==> src/rtl/bin_to_bcd_seq.sv <==
// Sequential binary-to-BCD converter (shift-add-3, one bit per clock) feeding the 7-segment encoders.
// Optional leading-zero blanking is enabled by defining BIN_TO_BCD_LZ_BLANK_EN.
module bin_to_bcd_seq #(
    parameter int unsigned WIDTH = 14
) (
    input  logic             clk,
    input  logic             rst_n,
    input  logic             start,
    input  logic [WIDTH-1:0] bin,
    output logic             busy,
    output logic             done,
    output logic [3:0]       dig3,
    output logic [3:0]       dig2,
    output logic [3:0]       dig1,
    output logic [3:0]       dig0
);

    localparam int unsigned CNT_W = $clog2(WIDTH + 1);
    localparam int unsigned ACC_W = 16;
    localparam int unsigned CAT_W = ACC_W + WIDTH;
    localparam logic [3:0]  CODE_E     = 4'd10;
    localparam logic [3:0]  CODE_R     = 4'd11;
    localparam logic [3:0]  CODE_BLANK = 4'd13;
    localparam logic [ACC_W-1:0] DIGS_BLANK = {4{CODE_BLANK}};
    localparam logic [ACC_W-1:0] DIGS_ERR   = {CODE_BLANK, CODE_E, CODE_R, CODE_R};

    typedef enum logic [1:0] {
        IDLE   = 2'd0,
        SHIFT  = 2'd1,
        FORMAT = 2'd2
    } state_t;

    state_t           r_state, w_state_nxt;
    logic [WIDTH-1:0] r_sr,    w_sr_nxt;
    logic [ACC_W-1:0] r_acc,   w_acc_nxt;
    logic [CNT_W-1:0] r_cnt,   w_cnt_nxt;
    logic             r_ovf,   w_ovf_nxt;
    logic             r_busy,  w_busy_nxt;
    logic             r_done,  w_done_nxt;
    logic [ACC_W-1:0] r_dig,   w_dig_nxt;

    logic [ACC_W-1:0] w_acc_adj;
    logic [CAT_W-1:0] w_cat;
    logic [ACC_W-1:0] w_fmt;

    // Add 3 to every BCD nibble that is 5 or more before the shift.
    always_comb begin
        w_acc_adj = r_acc;
        for (int i = 0; i < 4; i++) begin
            if (r_acc[4*i +: 4] >= 4'd5) begin
                w_acc_adj[4*i +: 4] = r_acc[4*i +: 4] + 4'd3;
            end
        end
    end

    assign w_cat = {w_acc_adj, r_sr} << 1;

    // Display formatting: "Err" on overflow, otherwise the BCD digits.
    always_comb begin
        w_fmt = r_acc;
`ifdef BIN_TO_BCD_LZ_BLANK_EN
        if (r_acc[15:12] == 4'd0) begin
            w_fmt[15:12] = CODE_BLANK;
            if (r_acc[11:8] == 4'd0) begin
                w_fmt[11:8] = CODE_BLANK;
                if (r_acc[7:4] == 4'd0) begin
                    w_fmt[7:4] = CODE_BLANK;
                end
            end
        end
`endif
        if (r_ovf) begin
            w_fmt = DIGS_ERR;
        end
    end

    always_comb begin
        w_state_nxt = r_state;
        w_sr_nxt    = r_sr;
        w_acc_nxt   = r_acc;
        w_cnt_nxt   = r_cnt;
        w_ovf_nxt   = r_ovf;
        w_busy_nxt  = r_busy;
        w_done_nxt  = 1'b0;
        w_dig_nxt   = r_dig;
        case (r_state)
            IDLE: begin
                if (start) begin
                    w_sr_nxt    = bin;
                    w_acc_nxt   = '0;
                    w_cnt_nxt   = CNT_W'(WIDTH);
                    w_ovf_nxt   = (32'(bin) > 32'd9999);
                    w_busy_nxt  = 1'b1;
                    w_state_nxt = SHIFT;
                end
            end
            SHIFT: begin
                w_acc_nxt = w_cat[CAT_W-1:WIDTH];
                w_sr_nxt  = w_cat[WIDTH-1:0];
                w_cnt_nxt = r_cnt - CNT_W'(1);
                if (r_cnt == CNT_W'(1)) begin
                    w_state_nxt = FORMAT;
                end
            end
            FORMAT: begin
                w_dig_nxt   = w_fmt;
                w_done_nxt  = 1'b1;
                w_busy_nxt  = 1'b0;
                w_state_nxt = IDLE;
            end
            default: begin
                w_state_nxt = IDLE;
            end
        endcase
    end

    always_ff @(posedge clk) begin
        if (!rst_n) begin
            r_state <= IDLE;
            r_sr    <= '0;
            r_acc   <= '0;
            r_cnt   <= '0;
            r_ovf   <= 1'b0;
            r_busy  <= 1'b0;
            r_done  <= 1'b0;
            r_dig   <= DIGS_BLANK;
        end else begin
            r_state <= w_state_nxt;
            r_sr    <= w_sr_nxt;
            r_acc   <= w_acc_nxt;
            r_cnt   <= w_cnt_nxt;
            r_ovf   <= w_ovf_nxt;
            r_busy  <= w_busy_nxt;
            r_done  <= w_done_nxt;
            r_dig   <= w_dig_nxt;
        end
    end

    assign busy = r_busy;
    assign done = r_done;
    assign dig3 = r_dig[15:12];
    assign dig2 = r_dig[11:8];
    assign dig1 = r_dig[7:4];
    assign dig0 = r_dig[3:0];

endmodule

==> config.mk <==
export PLATFORM = sky130hd
export DESIGN_NAME = bin_to_bcd_seq
export DESIGN_NICKNAME = d
export VERILOG_FILES = /design/src/rtl/bin_to_bcd_seq.sv
export SDC_FILE = /design/constraint.sdc
export NUM_CORES = 1
export LEC_CHECK = 0
export BUFFER_PORTS_ARGS = -buffer_cell sky130_fd_sc_hd__buf_2
export CAP_MARGIN = 20
export CELL_PAD_IN_SITES_DETAIL_PLACEMENT = 1
export CELL_PAD_IN_SITES_GLOBAL_PLACEMENT = 1
export CORE_MARGIN = 2
export CORE_UTILIZATION = 35
export CTS_CLUSTER_SIZE = 25
export DETAILED_ROUTE_END_ITERATION = 12
export PLACE_DENSITY = 0.64
export REMOVE_ABC_BUFFERS = 1
export SYNTH_ARGS = -nofsm -noshare
export SYNTH_HDL_FRONTEND = slang
export SYNTH_SLANG_ARGS = --single-unit
==> constraint.sdc <==
create_clock -name clk -period 1.7 [get_ports clk]
set_input_delay 0.17 -clock clk [delete_from_list [all_inputs] [get_ports clk]]
set_output_delay 0.17 -clock clk [all_outputs]
set_load 0.01 [all_outputs]
# Word level (Yosys, flattened, before mapping)
# Index checks and enable logic that the tools add are counted.
[totals] word_cells=47 input_bits=17 ff_bits=55 output_inout_bits=18
[classes] mux=17 n_reduce_logical=7 n_eq_ne=5 n_lt_le_gt_ge=5 n_addsub=5
[op_table] operator="$mux 16" n=2
[op_table] operator="$pmux 16 s2" n=1
[op_table] operator="$pmux 14 s2" n=1
[op_table] operator="$ge 4x3->1 const B" n=4
[op_table] operator="$mux 4" n=4
[op_table] operator="$gt 14x14->1 const B" n=1
[op_table] operator="$mux 14" n=1
[op_table] operator="$add 4x2->4 const B" n=3
[op_table] operator="$pmux 4 s2" n=1
[op_table] operator="$reduce_and 2->1" n=4
[op_table] operator="$eq 4x1->1 const B" n=1
[op_table] operator="$mux 2" n=2
[op_table] operator="$ne 2x2->1 const B" n=2
[op_table] operator="$pmux 2 s2" n=1
[op_table] operator="$reduce_bool 2->1" n=2
[op_table] operator="$sub 4x1->4 const B" n=1
[op_table] operator="$add 3x2->3 const B" n=1
[op_table] operator="$mux 3" n=1
[op_table] operator="$eq 2x1->1 const B" n=1
[op_table] operator="$eq 2x2->1 const B" n=1
[op_table] operator="$logic_not 2->1" n=1
[op_table] operator="$mux 1" n=2
[op_table] operator="$pmux 1 s2" n=1

# Longest topological paths before layout
# Gate-level depths: netlist of the first run.
[logic_depth] ltp_word=3 ltp_mapped=7 ltp_nobuf=6

# Worst setup path before layout of the first run
# OpenSTA, ideal clock, no wires.
[synth_path] kind="reg2reg" startpoint="register r_acc[1]" endpoint="register r_acc[2]" arrival_time_ps=1400 setup_ps=74 setup_slack_ps=226 synth_period_minus_slack_ps=1474 required_ps=1626 stages_incl_launch_ff=7 path_buffers=0 path_cell_list="dfxtp_1 > inv_1 > ha_1 > nand2b_1 > a21oi_1 > mux2_2 > o21ai_0"
[synth_between] elab_chain_len=3 word_cells_on_any_way=4 cone_classes="add/sub (1); order compare (1); mux (2)"
[synth_lines] element="from (decl)" line="35" source="logic [ACC_W-1:0] r_acc, w_acc_nxt;"
[synth_lines] element="from (signal assigned)" line="130" source="r_acc <= w_acc_nxt;"
[synth_lines] element="$add 4x2->4 or $ge 4x3->1 (tied branches)" line="51, 50"
[synth_lines] element="$mux 4 *" line="50" source="if (r_acc[4*i +: 4] >= 4'd5) begin"
[synth_lines] element="$pmux 16 s2 *" line="86" source="case (r_state)"
# Every way passes the cells marked *; elsewhere a longest branch is shown, timed or not.
# A chain may end at the register's enable or synchronous reset.

# Worst setup path in the final report of the first run
# Same ends and word-level chain as after synthesis.

==> results of run 1 <==
==> layout make-up <==
class	instances	area, µm²	area share (%)
Tap cell	96	120.1	4.111
Sequential cell	55	1101	37.69
Timing Repair Buffer	51	335.3	11.48
Multi-Input combinational cell	210	1186	40.60
Clock buffer	5	68.82	2.355
Clock inverter	3	46.29	1.585
Inverter	17	63.81	2.184
==> synth_stat cells (all sizes together) (2+ instances only) <==
cell type / number / area [µm²]
dfxtp: 55 / 1101
clkbuf: 5 / 20.01
o31ai: 3 / 22.52
a311oi: 12 / 105.1
nor2: 37 / 141.4
inv: 17 / 63.81
a22oi: 2 / 15.01
nand2b: 6 / 37.54
mux2: 4 / 45.04
nand3: 7 / 35.03
nor3: 21 / 105.1
o21ai: 32 / 160.2
xnor2: 4 / 35.03
ha: 10 / 125.1
nand2: 44 / 165.2
buf: 14 / 92.58
a21oi: 13 / 65.06
xor2: 3 / 26.28
o311ai: 4 / 35.03
==> through the flow <==
stage          util, %  instance area, µm²  cells  hold slack, ns  total power, mW
3_3_place_gp     41.22                2800    429          0.4283            1.683
2_1_floorplan        -                2345    282          0.2462            1.545
4_1_cts          42.91                2915    437         0.09969            2.591
6_report         43.00                2922    437          0.1073            2.561
3_5_place_dp     41.22                2800    429          0.4320            1.688
5_1_grt          43.00                2922    437          0.1162            2.689
==> where the power goes <==
part,internal (mW),leakage (nW),switching [mW],total [mW]
Clock,0.445,0.0548,0.462,0.907
Combinational,0.114,0.662,0.158,0.272
Sequential,1.34,0.449,0.0424,1.38
==> critical path, cell delays in order (launching register included) <==
cell and delay [ns]:
dfxtp_1 0.39, inv_1 0.10, ha_1 0.19, nand2b_1 0.14
a21oi_1 0.19, mux2_2 0.35, o21ai_0 0.15
==> layout by cell type (no fill, tap or decap), types with 2 or more instances in the layout <==
master	instances
dfxtp_1	55
inv_2	3
a311oi_1	12
buf_12	3
xor2_1	3
o311ai_0	4
nand2_1	43
a22oi_1	2
ha_1	10
mux2_2	4
buf_4	14
clkbuf_8	5
inv_1	14
nor2_1	36
xnor2_1	4
buf_2	34
nor3_1	21
a21oi_1	12
nand2b_1	6
o21ai_0	31
nand3_1	7
o31ai_1	3
==> worst min path at each step <==
stage          cells past startpoint  endpoint  startpoint
2_1_floorplan                      1  r_dig[0]       rst_n
3_3_place_gp                       2     r_ovf     bin[13]
3_5_place_dp                       2     r_ovf     bin[13]
4_1_cts                            2     r_ovf     bin[13]
5_1_grt                            3   r_sr[2]      bin[2]
6_report                           2     r_ovf     bin[13]
==> cell families after synthesis <==
family                   Yosys count  synth area share [%]
AO/OA/AOI/OAI                     72                 18.38
flip-flops                        55                 44.81
adder cells (fa/ha/maj)           10                 5.092
XOR/XNOR                           7                 2.495
multiplexers                       4                 1.833
AND/OR/NAND/NOR                  117                 20.21
buffers and inverters             36                 7.178
==> registers in the layout, summed over array words and instances, names as in the netlist <==
| signal | count |
|---|---|
| done | 1 |
| r_dig | 16 |
| r_state | 2 |
| r_cnt | 4 |
| busy | 1 |
| r_ovf | 1 |
| r_sr | 14 |
| r_acc | 16 |
==> per-layer routing <==
layer  GRT usage, %  vias up  part of all wire [%]
li1               -     1105                     -
met1          23.06     1003                    49
met2          30.10       40                    47
met3          3.393        6                   4.1
met4          3.217        0                  0.76
met5              0        -                     0
==> out/qor.yml, run 1 <==
run_status:
  status: "finished clean"
finish:
  fillers: 828
  antenna_cells: 0
  drive_gt1_share_pct: 20.53
  nets: 367
  area_growth_pct: 18.89
timing:
  clock.fmax_mhz: 634.1
  skew_ns: 0.008074
  hold_viol: 0
  rsz0062_at_grt: "no"
  tns_ns: 0
  period_needed_ns: 1.577
  tightestPinTransition_ns: 0.6424
  timing.final.crit_share_pct: 92.77
  slew-limit-headroom_pct: 57.12
  maxSlewViolCount: 0
  setup_viol: 0
  fin_ws_ns: 0.1228
worst_setup_path:
  criticalPathCategory: "flip-flop to flip-flop"
  r2r-start: "r_acc[1]"
  worstSetupEndpoint: "r_acc[2]"
  startpoint: "r_acc[1]"
  path_max_fanout: 4
  r2r_cells: 6
  worst_setup_path_start_kind: "flip-flop"
  endpoint_kind: "flip-flop"
  rr_endpoint: "r_acc[2]"
  r2r_setup_slack_ns: 0.12
  critPathArrivalTime_ns: 1.81
  crit_required_ns: 1.94
yosys:
  ys_seq_area_share_pct: 44.81
  postSynthAreaPerCell_um2: 8.164
  async_reset_ff_share_pct: 0
  synth_ff_type: "dfxtp_1"
  synth_seq_cells: 55
  syn_area_um2: 2457
  synth-edff-count: 0
  ys_warn_count: 0
  synthCells: 301
  ys_types: 34
global_route:
  grt_pass1_vias: 2159
  overflow: 0
  grt_pass1_wl_um: 10610
  grt_antenna_before_repair: 0
  grt_max_degree: 23
  grt.total_usage_pct: 17.52
cts:
  clock_path_buffers: 2
  ctsHtreeMaxLevel: 2
  cts.sinks: 55
  post_cts_buffers: 0
  clk_latency_ns: 0.31
  cts_hold_buf: 0
  cts_tree: "done"
  post_cts_resized: 0
  numCtsBuffers: 5
  root_buffer: "clkbuf_8"
  path_clk_slew_ns: 0.11
place:
  hpwl_um: 4398
  globalplace.congestion: 0.7760
  port_buffers: 34
  place_ws_ns: 0.1272
hold_path:
  hp-class: "input pin to flip-flop"
route:
  dr_total_vias: 2154
  drtIter0Drc: 47
  routed_wl_um: 6167
  drcViolationCount: 0
  ant_nets: 0
  drt-wirelength-per-cell_um: 14.11
  drt-pass1-iter-count: 4
  via_per_inst: 4.929
pwr:
  ir_worst_vdd_mv: 0.3094
  power.density_nw_per_um2: 876.6
  p_leak_nw: 1.165
floorplanning:
  num_rows: 30
  io_pins: 35
  start_util_pct: 36.17
  die_h_um: 87.79
  die-area_um2: 7707
  core_area_um2: 6794
  fp.dieW_um: 87.79
job:
  cap_violations: 0
Power figures use the tool's default switching activity.
==> inputs of run 2 (changes only) <==
ABC_AREA = 1   (was unset)
PLACE_DENSITY = 0.66   (was 0.64)
==> run 2 against run 1 <==
Against the previous run: clock-buffer cell count up 1; combinational power up 33%; sequential share of layout area up 0.31 points; hold slack better by 0.026 ns; sequential cell count unchanged; synthesized cell count up 16%; register-to-register slack better by 0.15 ns; critical endpoint is now r_acc[8]; largest cell class unchanged; highest routed layer unchanged.
==> out/qor.yml, run 2 <==
run_status:
  status: "finished clean"
worst_setup_path:
  crit_top_cell: "nor2_1"
  worst_setup_path_start_kind: "flip-flop"
  cp_cell_sequence: "inv_1 -> ha_1 -> inv_1 -> nand2_1 -> nand3_1 -> nand2_1 -> nor2_1 -> nor2_1 -> nor2_1"
  startpoint: "r_acc[4]"
  r2r-start: "r_acc[4]"
  path_max_fanout: 5  # +1
  critPathArrivalTime_ns: 1.66  # -0.15 ns
  slowest_stage: "dfxtp_1"
  endpoint_kind: "flip-flop"
  cpPeakStageDelay_ns: 0.43  # +0.04 ns
  crit_required_ns: 1.94  # about the same
  criticalPathCategory: "flip-flop to flip-flop"
cts:
  root_buffer: "clkbuf_8"
  cts.sinks: 55  # unchanged
  post_cts_resized: 0  # unchanged
  ctsHtreeMaxLevel: 2  # unchanged
  clk_latency_ns: 0.30  # about the same
  cts_hold_buf: 0  # unchanged
  path_clk_slew_ns: 0.09  # -0.02 ns
  numCtsBuffers: 5  # unchanged
  post_cts_buffers: 0  # unchanged
  clock_path_buffers: 2  # unchanged
  cts_tree: "done"
pwr:
  ir_worst_vdd_mv: 0.4251  # +37%
  power.density_nw_per_um2: 842.7  # -3.9%
  internal-power_mw: 1.768  # -6.9%
  sequentialPowerShare_pct: 57.3  # +3.3 points
  clkPwrFrac_pct: 27.8  # -7.6 points
  switchingPower_mw: 0.6737  # +1.7%
  finalPower_mw: 2.442  # -4.6%
  p_comb_share_pct: 14.9  # +4.3 points
  switching_share_pct: 27.59  # +1.7 points
  p_leak_nw: 1.332  # +14%
place:
  hpwl_um: 4700  # +6.9%
  port_buffers: 34  # unchanged
  globalplace.congestion: 0.7744  # -0.21%
  place_ws_ns: 0.2797  # +0.1525 ns
yosys:
  synth.most_common_cell: "nand2_1"
  ys_seq_area_share_pct: 43.52  # -1.3 points
  synthTopCellsByArea: "dfxtp_1 44%, nand2_1 12%, a21oi_1 6.7%, nand3_1 6.5%, inv_1 5.2%"
  synth-edff-count: 0  # unchanged
  synthCells: 348  # +16%
  synth_top_cell_by_area: "dfxtp_1"
  postSynthAreaPerCell_um2: 7.270  # -11%
  async_reset_ff_share_pct: 0  # unchanged
  ys_warn_count: 0  # unchanged
  synth_ff_type: "dfxtp_1"
  ys_types: 21  # -38%
  syn_area_um2: 2530  # +3.0%
  synth_top_area_share_pct: 43.52  # -1.3 points
  synth_seq_cells: 55  # unchanged
  synthTopCellsByCount: "83 x nand2_1, 55 x dfxtp_1, 35 x inv_1"
route:
  drt-pass1-iter-count: 4  # unchanged
  drt-wirelength-per-cell_um: 13.45  # -4.7%
  drcViolationCount: 0  # unchanged
  routed_wl_um: 6441  # +4.4%
  ant_nets: 0  # unchanged
  via_per_inst: 4.862  # -1.4%
  drtIter0Drc: 67  # +43%
  dr_total_vias: 2329  # +8.1%
floorplanning:
  die-area_um2: 7925  # +2.8%
  core_area_um2: 6907  # +1.7%
  io_pins: 35  # unchanged
  num_rows: 30  # unchanged
  die_h_um: 89.02  # +1.4%
  start_util_pct: 36.63  # +0.46 points
  fp.dieW_um: 89.02  # +1.4%
timing:
  tightestPinTransition_ns: 0.4510  # -0.1914 ns
  clock.fmax_mhz: 703.1  # +11%
  hold_viol: 0  # unchanged
  maxSlewViolCount: 0  # unchanged
  slew-limit-headroom_pct: 69.84  # +13 points
  period_needed_ns: 1.422  # -0.1549 ns
  skew_ns: 0.008551  # +0.0004776 ns
  tns_ns: 0  # unchanged
  fin_ws_ns: 0.2777  # +0.1549 ns
  setup_viol: 0  # unchanged
  rsz0062_at_grt: "no"
  timing.final.crit_share_pct: 83.66  # -9.1 points
finish:
  nets: 411  # +12%
  top_regs: "r_acc: 16 flops, r_dig: 16 flops, r_sr: 14 flops"
  drive_gt1_share_pct: 14.36  # -6.2 points
  area_growth_pct: 14.54
  antenna_cells: 0  # unchanged
  layout_commonest_cell: "nand2_1"
  mostFrequentLayoutCells: "83 x nand2_1, 55 x dfxtp_1, 35 x inv_1"
global_route:
  overflow: 0  # unchanged
  grt.total_usage_pct: 17.36  # -0.16 points
  grt_pass1_wl_um: 10750  # +1.4%
  grt_max_degree: 24  # +4.3%
  grt_pass1_vias: 2282  # +5.7%
  grt_antenna_before_repair: 0  # unchanged
job:
  cap_violations: 0  # unchanged
hold_path:
  hp-class: "input pin to flip-flop"
  hp-start: "bin[0]"
## run 2: cell count changes after synthesis, moves of 9 or more
cell and change:
a21oi_1 +21, a311oi_1 -12, inv_1 +21, nand2_1 +39, nand3_1 +26, nor3_1 -19
o211a_1 +9
## run 2: logic make-up (layout without fill, tap and decap cells)
kind of cell	Yosys count	in the layout	synth area share, %
simple gates	161	161	27.20
compound gates	70	70	16.02
buf+inv	52	87	8.309
fa+ha+maj	10	10	4.946
flops	55	55	43.52
## run 2: final cells by class
cell class | count | area (µm²)
clock buffers | 6 | 72.57
multi-input cells | 241 | 1219
repair buffers | 41 | 235.2
flip-flops and latches | 55 | 1101
fillers | 924 | 4009
inverters | 40 | 150.1
well taps | 96 | 120.1
## run 2: critical path, delay by kind of cell, from the launching register on
kind / cells / cell delay, ns
fa+ha+maj: 1 / 0.22
simple gates: 6 / 0.54
flops: 1 / 0.43
buf+inv: 2 / 0.18
## run 2: metrics by stage
step	instance area, µm²	std cells	hold slack, ns	utilization [%]
detailed placement	2825	473	0.4524	40.91
global placement	2825	473	0.4366	40.91
CTS	2898	479	0.1329	41.96
finish	2898	479	0.1332	41.96
floorplan	2470	336	0.2676	-
global route	2898	479	0.1459	41.96
## run 2: power groups by stage
stage	Sequential (mW)	Combinational (mW)	Clock [mW]
floorplan	1.42	0.217	0
global placement	1.43	0.363	0
detailed placement	1.43	0.370	0
CTS	1.40	0.371	0.699
global route	1.41	0.412	0.748
finish	1.40	0.363	0.679
## run 2: metal layers
layer	wire length, µm	GRT usage, %	part of all wire [%]
met1	3258	22.95	51
met2	2991	29.78	46
met3	156	3.047	2.4
met4	35	3.799	0.54
met5	0	0	0
## run 2: path summary, 6_finish.rpt
kind,endpoint,slack [ns],cells past startpoint
max reg2reg,r_acc[8],0.28,9
min reg2reg,r_sr[1],0.46,2
max,r_acc[8],0.28,9
min,r_sr[0],0.13,3
==> inputs of run 3 (changes only) <==
clock period = 1.31 ns   (was 1.7 ns; I/O delays follow)
==> run 3 against run 2 <==
Against the previous run: the run now ends with setup timing left; register-to-register slack worse by 0.28 ns; sequential power is 30% higher; via count rose by 5.6%; utilization rose by 4.8 points; final cell count increased by 5.2%; sequential cell count stayed put; combinational power increased by 53%; clock skew hardly changed; die area is the same; hold slack worse by 0.062 ns; final area grew 11%; critical endpoint is now r_sr[10].
==> out/qor.yml, run 3 (synthesized netlist as in run 2, its figures left out) <==
timing:
  fin_ws_ns: -0.0008921  # -0.2786 ns
  timing.final.crit_share_pct: 100.1  # +16 points
  maxSlewViolCount: 0  # unchanged
  tightestPinTransition_ns: 0.2866  # -0.1644 ns
  slew-limit-headroom_pct: 80.69  # +11 points
  hold_viol: 0  # unchanged
  skew_ns: 0.008332  # -0.0002197 ns
  setup_viol: 1  # +1
  period_needed_ns: 1.311  # -0.1114 ns
  clock.fmax_mhz: 762.8  # +8.5%
  tns_ns: -0.0008921  # -0.0008921 ns
finish:
  antenna_cells: 0  # unchanged
  mostFrequentLayoutCells: "79 x nand2_1, 48 x dfxtp_1, 34 x buf_2"
  fillers: 918  # -0.65%
  fin_area_um2: 3228  # +11%
  top_regs: "r_acc: 16 flops, r_dig: 16 flops, r_sr: 14 flops"
  layout_commonest_cell: "nand2_1"
  area_growth_pct: 27.60
  drive_gt1_share_pct: 26.23  # +12 points
  nets: 434  # +5.6%
cts:
  root_buffer: "clkbuf_8"
  cts.sinks: 55  # unchanged
  ctsHtreeMaxLevel: 2  # unchanged
  clk_latency_ns: 0.31  # about the same
  clock_path_buffers: 2  # unchanged
  cts_tree: "done"
  numCtsBuffers: 5  # unchanged
  path_clk_slew_ns: 0.10  # about the same
place:
  globalplace.congestion: 0.8030  # +3.7%
  place_ws_ns: -0.05430  # -0.3340 ns
  placed_area_um2: 2958  # +4.7%
  port_buffers: 34  # unchanged
  hpwl_um: 4867  # +3.6%
global_route:
  grt_antenna_before_repair: 0  # unchanged
  grt.total_usage_pct: 18.75  # +1.4 points
  overflow: 0  # unchanged
  grt_pass1_wl_um: 11710  # +8.9%
  grt_pass1_vias: 2429  # +6.4%
  grt_max_degree: 24  # unchanged
run_status:
  status: "finished with violations"
  violations: "setup timing"
worst_setup_path:
  slowest_stage: "dfxtp_4"
  crit_top_cell: "nor2_1"
  cp_cell_sequence: "inv_2 -> nor2_4 -> buf_12 -> buf_4 -> o21ai_0 -> nor2_1 -> nor2_1"
  criticalPathCategory: "flip-flop to flip-flop"
  crit_required_ns: 1.56  # -0.38 ns
  worst_setup_path_start_kind: "flip-flop"
  path_max_fanout: 13  # +8
  cpPeakStageDelay_ns: 0.37  # -0.06 ns
  endpoint_kind: "flip-flop"
  critPathArrivalTime_ns: 1.56  # -0.10 ns
floorplanning:
  io_pins: 35  # unchanged
  start_util_pct: 36.63  # unchanged
  core_area_um2: 6907  # unchanged
  fp.dieW_um: 89.02  # unchanged
  die-area_um2: 7925  # unchanged
  die_h_um: 89.02  # unchanged
  num_rows: 30  # unchanged
route:
  dr_total_vias: 2459  # +5.6%
  drtIter0Drc: 61  # -9.0%
  drt-wirelength-per-cell_um: 13.76  # +2.3%
  drt-pass1-iter-count: 4  # unchanged
  routed_wl_um: 6936  # +7.7%
  ant_nets: 0  # unchanged
  via_per_inst: 4.879  # +0.34%
  drcViolationCount: 0  # unchanged
job:
  cap_violations: 0  # unchanged
hold_path:
  hp-class: "input pin to flip-flop"
pwr:
  power.density_nw_per_um2: 1153  # +37%
  p_leak_nw: 1.509  # +13%
  ir_worst_vdd_mv: 0.4600  # +8.2%
[run 3: cell count changes in the layout (fill, tap and decap cells not counted), moves of 3 or more]
| cell | change |
|---|---|
| dfxtp_2 | +5 |
| inv_2 | +3 |
| dfxtp_1 | -7 |
| nand2_2 | +4 |
| nand2_1 | -4 |
| ha_2 | +4 |
| ha_1 | -4 |
| buf_4 | +20 |
| nand3_1 | -4 |
| inv_1 | -5 |
| nand3_2 | +4 |
[run 3: what timing repair did]
item	4_1_cts	5_1_grt
setup buffers	0	7
hold endpoints to repair	0	0
pin swaps	0	5
gates resized for setup	4	29
hold buffers	0	0
endpoints found under the setup margin	5	36
[run 3: metrics by stage]
step / instances / total power, mW / hold slack [ns] / util, %
after global placement: 489 / 2.354 / 0.4074 / 42.83
final: 504 / 3.723 / 0.07122 / 46.74
after CTS: 497 / 3.726 / 0.07145 / 44.87
after floorplan: 336 / 2.126 / 0.2286 / -
after detailed placement: 489 / 2.369 / 0.4085 / 42.83
after global routing: 504 / 3.904 / 0.1006 / 46.74
[run 3: final cells by class]
type | instances | area, µm² | share of cell area (%)
Timing Repair Buffer | 64 | 436.7 | 13.53
Clock inverter | 3 | 67.56 | 2.093
Tap cell | 96 | 120.1 | 3.721
Inverter | 40 | 155.1 | 4.806
Sequential cell | 55 | 1115 | 34.53
Clock buffer | 5 | 68.82 | 2.132
Multi-Input combinational cell | 241 | 1265 | 39.19
[run 3: worst paths after layout]
| path | startpoint | endpoint | slack (ns) | cells after the start |
|---|---|---|---|---|
| max reg2reg | r_state[0] | r_sr[10] | -0.0009 | 7 |
| max | r_state[0] | r_sr[10] | -0.0009 | 7 |
| min | bin[0] | r_sr[0] | 0.07 | 3 |
| min reg2reg | r_sr[1] | r_sr[1] | 0.47 | 2 |
[run 3: power by group]
group	internal (mW)	switching, mW
Clock	0.763	0.587
Sequential	1.76	0.0572
Combinational	0.238	0.320
Total	2.76	0.964
[run 3: critical path: cells and delay by family, from the launching register on]
family,cells,cell delay (ns)
buffers and inverters,3,0.38
DFF,1,0.37
and+or+nand+nor,3,0.25
AOI/OAI and AO/OA,1,0.25
[run 3: routing by layer]
metal	track usage, %	up-vias	part of all wire (%)
met5	0	-	0
met4	4.749	0	1.3
met3	2.493	8	1.8
met2	30.53	22	47
met1	26.34	1176	50
li1	-	1253	-
